### config.mk
export PLATFORM = sky130hd
export DESIGN_NAME = pdm_wavetable_scheduler
export DESIGN_NICKNAME = d
export VERILOG_FILES = /design/src/rtl/pdm_wavetable_scheduler.sv
export SDC_FILE = /design/constraint.sdc
export NUM_CORES = 1
export LEC_CHECK = 0
export CAP_MARGIN = 0
export CORE_MARGIN = 2
export CORE_UTILIZATION = 40
export DETAILED_ROUTE_END_ITERATION = 10
export DONT_BUFFER_PORTS = 1
export HOLD_SLACK_MARGIN = 0.15
export SYNTH_ARGS = -nofsm -noshare
export SYNTH_HDL_FRONTEND = slang
export SYNTH_SLANG_ARGS = --single-unit
### constraint.sdc
create_clock -name clk -period 4.3 [get_ports clk]
set_clock_uncertainty 0.05 [all_clocks]
set_input_delay 0.645 -clock clk [delete_from_list [all_inputs] [get_ports clk]]
set_output_delay 0.645 -clock clk [all_outputs]
set_load 0.02 [all_outputs]
### src/rtl/pdm_wavetable_scheduler.sv
// pdm_wavetable_scheduler
// Shares one synchronous-read wavetable ROM among NUM_CH emulated PDM mics.
// Each channel has a double buffer: cur is serialised MSB-first and nxt is
// refilled from the ROM in fixed-length fetch slots. The PDM bit clock is
// derived from clk.
module pdm_wavetable_scheduler #(
   parameter int NUM_CH  = 4,
   parameter int ADDR_W  = 14,
   parameter int WT_SIZE = 1000,
   parameter int CLK_DIV = 50,
   parameter int RD_LAT  = 2
) (
   input  logic                     clk,
   input  logic                     reset,
   input  logic                     enable,
   input  logic [NUM_CH*ADDR_W-1:0] ch_offset,
   output logic [ADDR_W-1:0]        rom_addr,
   input  logic [7:0]               rom_q,
   output logic                     pdm_clk,
   output logic [NUM_CH-1:0]        pdm_out,
   output logic                     busy,
   output logic                     overrun
);

   localparam int NSLOT  = 2 * NUM_CH;
   localparam int SLOT_W = $clog2(NSLOT);
   localparam int SUB_W  = (RD_LAT > 0) ? $clog2(RD_LAT + 1) : 1;
   localparam int DIV_W  = $clog2(CLK_DIV);
   localparam int CH_W   = (NUM_CH > 1) ? $clog2(NUM_CH) : 1;

   localparam logic [ADDR_W-1:0] LAST_A        = ADDR_W'(WT_SIZE - 1);
   localparam logic [ADDR_W:0]   SIZE_A        = (ADDR_W + 1)'(WT_SIZE);
   localparam logic [SUB_W-1:0]  SUB_LAST      = SUB_W'(RD_LAT);
   localparam logic [DIV_W-1:0]  DIV_LAST      = DIV_W'(CLK_DIV - 1);
   localparam logic [DIV_W-1:0]  DIV_HALF      = DIV_W'(CLK_DIV / 2);
   localparam logic [SLOT_W-1:0] SLOT_PRIME_LT = SLOT_W'(NSLOT - 1);
   localparam logic [SLOT_W-1:0] SLOT_RF_LT    = SLOT_W'(NUM_CH - 1);

   typedef enum logic [1:0] {IDLE, PRIME, RUN} state_t;

   state_t              state_q, state_d;
   logic [ADDR_W-1:0]   ptr_q [NUM_CH];
   logic [ADDR_W-1:0]   ptr_d [NUM_CH];
   logic [7:0]          cur_q [NUM_CH];
   logic [7:0]          cur_d [NUM_CH];
   logic [7:0]          nxt_q [NUM_CH];
   logic [7:0]          nxt_d [NUM_CH];
   logic [ADDR_W-1:0]   rom_addr_q, rom_addr_d;
   logic                pdm_clk_q, pdm_clk_d;
   logic [NUM_CH-1:0]   pdm_out_q, pdm_out_d;
   logic                busy_q, busy_d;
   logic                overrun_q, overrun_d;
   logic [DIV_W-1:0]    div_q, div_d;
   logic [2:0]          bit_idx_q, bit_idx_d;
   logic                fetch_q, fetch_d;       // a ROM read is outstanding
   logic                rf_start_q, rf_start_d; // refill begins on the next edge
   logic [SUB_W-1:0]    sub_q, sub_d;           // cycles since address issue
   logic [SLOT_W-1:0]   slot_q, slot_d;

   logic bit_tick;
   logic prime_done;
   int unsigned nslot;

   function automatic logic [ADDR_W-1:0] wrap_inc(input logic [ADDR_W-1:0] a);
      return (a == LAST_A) ? '0 : a + ADDR_W'(1);
   endfunction

   function automatic logic [ADDR_W-1:0] sanitize(input logic [ADDR_W-1:0] a);
      return ({1'b0, a} >= SIZE_A) ? '0 : a;
   endfunction

   assign bit_tick   = (div_q == DIV_LAST);
   assign prime_done = (state_q == PRIME) && (sub_q == SUB_LAST) && (slot_q == SLOT_PRIME_LT);

   // FSM next-state
   always_comb begin
      state_d = state_q;
      case (state_q)
         IDLE:    if (enable) state_d = PRIME;
         PRIME:   if (prime_done) state_d = RUN;
         default: ;
      endcase
      if (!enable) state_d = IDLE;
   end

   // datapath next-state: slot fetches, divider, serialiser and buffer swap
   always_comb begin
      ptr_d      = ptr_q;
      cur_d      = cur_q;
      nxt_d      = nxt_q;
      rom_addr_d = rom_addr_q;
      pdm_clk_d  = pdm_clk_q;
      pdm_out_d  = pdm_out_q;
      busy_d     = busy_q;
      overrun_d  = overrun_q;
      div_d      = div_q;
      bit_idx_d  = bit_idx_q;
      fetch_d    = fetch_q;
      rf_start_d = rf_start_q;
      sub_d      = sub_q;
      slot_d     = slot_q;
      nslot      = 0;

      case (state_q)
         IDLE: begin
            if (enable) begin
               for (int unsigned i = 0; i < NUM_CH; i++)
                  ptr_d[i] = sanitize(ch_offset[i*ADDR_W +: ADDR_W]);
               // first slot issues straight from the sanitised offset
               rom_addr_d = ptr_d[0];
               busy_d     = 1'b1;
               fetch_d    = 1'b1;
               sub_d      = '0;
               slot_d     = '0;
            end
         end

         PRIME: begin
            if (sub_q == SUB_LAST) begin
               if (32'(slot_q) < NUM_CH) cur_d[CH_W'(slot_q)] = rom_q;
               else                      nxt_d[CH_W'(32'(slot_q) - NUM_CH)] = rom_q;
               if (slot_q == SLOT_PRIME_LT) begin
                  busy_d    = 1'b0;
                  fetch_d   = 1'b0;
                  div_d     = '0;
                  pdm_clk_d = 1'b1;
                  bit_idx_d = 3'd7;
                  for (int unsigned i = 0; i < NUM_CH; i++) pdm_out_d[i] = cur_d[i][7];
               end else begin
                  // capture and next issue share one edge, so a slot is RD_LAT+1 cycles
                  slot_d = slot_q + 1'b1;
                  sub_d  = '0;
                  nslot  = 32'(slot_q) + 1;
                  if (nslot >= NUM_CH) rom_addr_d = wrap_inc(ptr_q[CH_W'(nslot - NUM_CH)]);
                  else                 rom_addr_d = ptr_q[CH_W'(nslot)];
               end
            end else begin
               sub_d = sub_q + 1'b1;
            end
         end

         RUN: begin
            div_d     = bit_tick ? '0 : div_q + 1'b1;
            pdm_clk_d = (div_d < DIV_HALF);

            if (rf_start_q) begin
               rf_start_d = 1'b0;
               fetch_d    = 1'b1;
               sub_d      = '0;
               slot_d     = '0;
               rom_addr_d = wrap_inc(ptr_q[0]);
            end else if (fetch_q) begin
               if (sub_q == SUB_LAST) begin
                  nxt_d[CH_W'(slot_q)] = rom_q;
                  if (slot_q == SLOT_RF_LT) begin
                     fetch_d = 1'b0;
                  end else begin
                     slot_d     = slot_q + 1'b1;
                     sub_d      = '0;
                     nslot      = 32'(slot_q) + 1;
                     rom_addr_d = wrap_inc(ptr_q[CH_W'(nslot)]);
                  end
               end else begin
                  sub_d = sub_q + 1'b1;
               end
            end

            if (bit_tick) begin
               if (bit_idx_q != '0) begin
                  bit_idx_d = bit_idx_q - 3'd1;
                  for (int unsigned i = 0; i < NUM_CH; i++)
                     pdm_out_d[i] = cur_q[i][bit_idx_q - 3'd1];
               end else begin
                  // a swap abandons any refill in flight and restarts it from ch 0
                  if (fetch_q || rf_start_q) overrun_d = 1'b1;
                  bit_idx_d  = 3'd7;
                  fetch_d    = 1'b0;
                  rf_start_d = 1'b1;
                  for (int unsigned i = 0; i < NUM_CH; i++) begin
                     cur_d[i]     = nxt_q[i];
                     ptr_d[i]     = wrap_inc(ptr_q[i]);
                     pdm_out_d[i] = nxt_q[i][7];
                  end
               end
            end
         end

         default: ;
      endcase

      if (!enable) begin
         rom_addr_d = '0;
         pdm_clk_d  = 1'b0;
         pdm_out_d  = '0;
         busy_d     = 1'b0;
         div_d      = '0;
         bit_idx_d  = 3'd7;
         fetch_d    = 1'b0;
         rf_start_d = 1'b0;
         sub_d      = '0;
         slot_d     = '0;
      end
   end

   // state and datapath registers with synchronous reset
   always_ff @(posedge clk) begin
      if (reset) begin
         state_q    <= IDLE;
         ptr_q      <= '{default: '0};
         cur_q      <= '{default: '0};
         nxt_q      <= '{default: '0};
         rom_addr_q <= '0;
         pdm_clk_q  <= 1'b0;
         pdm_out_q  <= '0;
         busy_q     <= 1'b0;
         overrun_q  <= 1'b0;
         div_q      <= '0;
         bit_idx_q  <= 3'd7;
         fetch_q    <= 1'b0;
         rf_start_q <= 1'b0;
         sub_q      <= '0;
         slot_q     <= '0;
      end else begin
         state_q    <= state_d;
         ptr_q      <= ptr_d;
         cur_q      <= cur_d;
         nxt_q      <= nxt_d;
         rom_addr_q <= rom_addr_d;
         pdm_clk_q  <= pdm_clk_d;
         pdm_out_q  <= pdm_out_d;
         busy_q     <= busy_d;
         overrun_q  <= overrun_d;
         div_q      <= div_d;
         bit_idx_q  <= bit_idx_d;
         fetch_q    <= fetch_d;
         rf_start_q <= rf_start_d;
         sub_q      <= sub_d;
         slot_q     <= slot_d;
      end
   end

   assign rom_addr = rom_addr_q;
   assign pdm_clk  = pdm_clk_q;
   assign pdm_out  = pdm_out_q;
   assign busy     = busy_q;
   assign overrun  = overrun_q;

endmodule
==> summary.md, run 1 <==
| Metric | Value |
|---|---|
| Crit path cell chain | inv_1 -> ha_1 -> mux4_2 -> or4_4 -> nor4_4 -> o31ai_1 -> a221oi_1 -> nor3_1 |
| WL final | 30.4 mm |
| Initial DRC count | 907 |
| Yosys top cell by area | dfxtp_1 |
| Total Die Area | 25400 sq um |
| Data required time of the worst path | 4570 ps |
| All-Layer GR Usage | 23.7% |
| Global-route wire length before repair | 48.3 mm |
| Reg clk slew, reported paths | 70 ps |
| Unique cell type count in the Yosys netlist | 72 |
| Share of post-route cells with drive strength above 1 | 7.02% |
| Vias per Instance | 6.08 |
| Area growth from synthesis to layout | 8.52% |
| Register area | 3180 sq um |
| Setup Buffers After CTS | 0 |
| Syn avg cell area | 7.73 sq um |
| Reg2reg end | rom_addr[1] |
| CP endpoint kind | flip-flop |
| Die Width | 159 um |
| Final core occ | 44.4% |
| Ports | 88 |
| Crit path kind | flip-flop to flip-flop |
| Drt wl/cell | 19.9 um |
| Fill count | 2422 |
| Fin crit period | 3680 ps |
| GRT overflow | 0 |
| Pin count of the biggest net entering global routing | 121 |
| CTS Sinks | 159 |
| FF-to-FF path depth | 8 |
| Total CTS buffers | 17 |
| Worst VDD drop | 0.187 mV |
| Hold Buf Count CTS | 0 |
| Worst-margin pin slew | 1090 ps |
| HP Start | reset |
| Drt first pass iters | 6 |
| RSZ-0062 raised after global routing | no |
| Metal3 WL | 2.48 mm |
| Register area share after synthesis | 32.9% |
| Vias | 9296 |
| Hold Path Class | primary input to flip-flop |
| Ys Warns | 0 |
| Num rows | 56 |
| Max-Slew Margin vs Limit | 26.8% |
| Final hold vios | 0 |
| Multi-input logic area | 6040 sq um |
| Worst hold stages | 1 |
| Fmax | 0.272 GHz |
| Root buffer cell | clkbuf_16 |
| Largest stage delay, worst path | 680 ps |
| Mapped cell area | 9670 sq um |
| Final period util | 85.6% |
| Bufs on Longest Clock Path | 2 |
| # DRC | 0 |
| GP Congestion | 0.996 |
| Syn nets | 1336 |
| Hold EP | overrun |
| Clk Latency, worst-skew pair | 440 ps |
| Worst setup SP type | flip-flop |
| Static leakage | 3.47 nW |
| Final setup viols | 0 |
| Initial antenna violation count | 0 |
| Mapped Cells | 1250 |
| Dominant synthesized flop cell | dfxtp_1 |
| WL met2 | 13.0 mm |
| Design area | 10500 sq um |
| Ant. Diodes | 0 |
| PwrDens | 316 nW/um^2 |
| Number of global-route vias before repair | 8492 |
| Die height | 159 um |
| Worst flop-to-flop path startpoint | slot_q[1] |
| Initial Util | 40.9% |
| Top sig layer | met4 |
| Critical path fanouts, max | 12 |
| Post-route worst setup slack | 618 ps |
| Post-Route Setup TNS | 0 ps |
| Post-detail-place hpwl | 21.6 mm |
| Max-cap viol count | 0 |
| M1 WL | 14.3 mm |
| Final nets | 1284 |
| Slowest cell on crit path | mux4_2 |
| Cells taking the most area after synthesis | dfxtp_1, a21oi_1, nor2_1 |
| FF+latch count, synth | 159 |
| Pre-CTS setup slack | 673 ps |
| Post-cts sizing count | 0 |
| Ys async rst share | 0% |
| Area of the core | 23600 sq um |
| R2R setup slack | 620 ps |
| CTS HTree Levels | 4 |
| Worst EP arrival | 3950 ps |
| Area share of the largest cell type after synthesis | 32.9% |
| Placed Area | 9860 sq um |
| Port Buffer Count | 0 |
| Pins Over Slew Limit | 0 |
| Remaining antenna violation count | 0 |
| Outcome | completed |
| Post-synth EDFFs | 0 |
| TritonCTS clock tree | built |
[Yosys cell counts, types with 5 or more instances]
library cell and number:
o21ai_0 71, o31ai_1 6, nand3_1 70, and2_1 9, a21o_1 6, o211ai_1 17
buf_1 7, or3_1 8, a21oi_1 129, nor4_1 17, xor2_1 11, or3b_2 5
mux2i_1 13, inv_1 27, nor2_1 164, nand2b_1 8, and4_1 7, ha_1 19
mux4_2 20, a221oi_1 11, a211oi_1 48, nand2_1 125, nand4_1 15, a31oi_1 12
buf_2 7, nand4b_1 6, and3_1 17, clkbuf_1 68, xnor2_1 12, dfxtp_1 159
or4_1 8, nor2b_1 10, nor3_1 44, a22oi_1 15
[state kept, by name, summed over array words and instances (netlist names)]
name,count
ptr_q,56
cur_q,32
nxt_q,32
rom_addr,14
div_q,6
pdm_out,4
bit_idx_q,3
slot_q,3
state_q,2
sub_q,2
busy,1
fetch_q,1
overrun,1
pdm_clk,1
rf_start_q,1
[report_power, final]
| part | leakage (nW) | switching [mW] | internal (mW) |
|---|---|---|---|
| clock network | 0.303 | 0.787 | 0.800 |
| logic | 1.89 | 0.124 | 0.0693 |
| registers | 1.29 | 0.0372 | 1.49 |
| total | 3.47 | 0.948 | 2.36 |
[cell type report]
class                           instances  share of cell area [%]
Clock buffer                           17                    4.06
Multi-Input combinational cell        977                    57.6
Tap cell                              319                    3.80
Sequential cell                       159                    30.3
Timing Repair Buffer                   16                    1.26
Inverter                               27                   0.966
Clock inverter                         15                    1.97
[routing by layer]
metal / track usage (%) / vias to the layer above
li1: - / 4515
met1: 33.7 / 4360
met2: 35.5 / 377
met3: 5.50 / 44
met4: 7.40 / 0
met5: 0 / -
[logic make-up after synthesis]
family / synth area share, %
AND/OR/NAND/NOR: 26.9
AO/OA/AOI/OAI: 23.9
flip-flops: 32.9
buffers and inverters: 4.80
multiplexers: 6.94
XOR/XNOR: 2.08
adder cells (fa/ha/maj): 2.46
[worst max path at each step]
| stage | startpoint | end |
|---|---|---|
| after CTS | slot_q[1] | rom_addr[1] |
| final | slot_q[1] | rom_addr[1] |
| after detailed placement | slot_q[1] | rom_addr[1] |
| after floorplan | slot_q[0] | rom_addr[9] |
| after global placement | slot_q[1] | rom_addr[1] |
| after global routing | slot_q[1] | rom_addr[9] |
[through the flow]
stage / power [mW] / cells / hold slack (ps)
after floorplan: 1.71 / 1250 / 387
after global placement: 1.75 / 1498 / 390
after detailed placement: 1.75 / 1498 / 393
after CTS: 3.33 / 1530 / 211
after global routing: 3.42 / 1530 / 207
final: 3.31 / 1530 / 216
[worst max-delay path: cells and delay by family (launching register included)]
kind                     cells  cell delay (ps)
AND/OR/NAND/NOR              3             1290
adder cells (fa/ha/maj)      1              570
buffers and inverters        1               80
flip-flops                   1              400
AO/OA/AOI/OAI                2              480
multiplexers                 1              680
[cells in the final DEF (no fill, tap or decap), drive strengths merged, types with 7 or more instances in the layout]
cell,Yosys,routed
a211oi,49,49
a21oi,129,129
a221oi,11,11
a22oi,15,15
a31oi,12,12
and2,9,9
and3,17,17
and4,7,7
buf,18,16
clkbuf,69,17
clkinv,0,10
dfxtp,159,159
ha,19,19
inv,27,32
mux2i,13,13
mux4,23,23
nand2,125,125
nand2b,8,8
nand3,70,70
nand4,16,16
nor2,164,164
nor2b,10,10
nor3,44,44
nor4,19,19
o211ai,17,17
o21ai,71,71
or3,8,8
or4,9,9
xnor2,12,12
xor2,11,11
Power figures use the tool's default switching activity.
==> inputs of run 2 (changes only) <==
--- a/config.mk
+++ b/config.mk
@@ -5,7 +5,6 @@
 export SDC_FILE = /design/constraint.sdc
 export NUM_CORES = 1
 export LEC_CHECK = 0
-export CAP_MARGIN = 0
 export CORE_MARGIN = 2
 export CORE_UTILIZATION = 40
 export DETAILED_ROUTE_END_ITERATION = 10
==> results of run 2 <==
The final DEF is identical to that of run 1; final timing and power are the same.
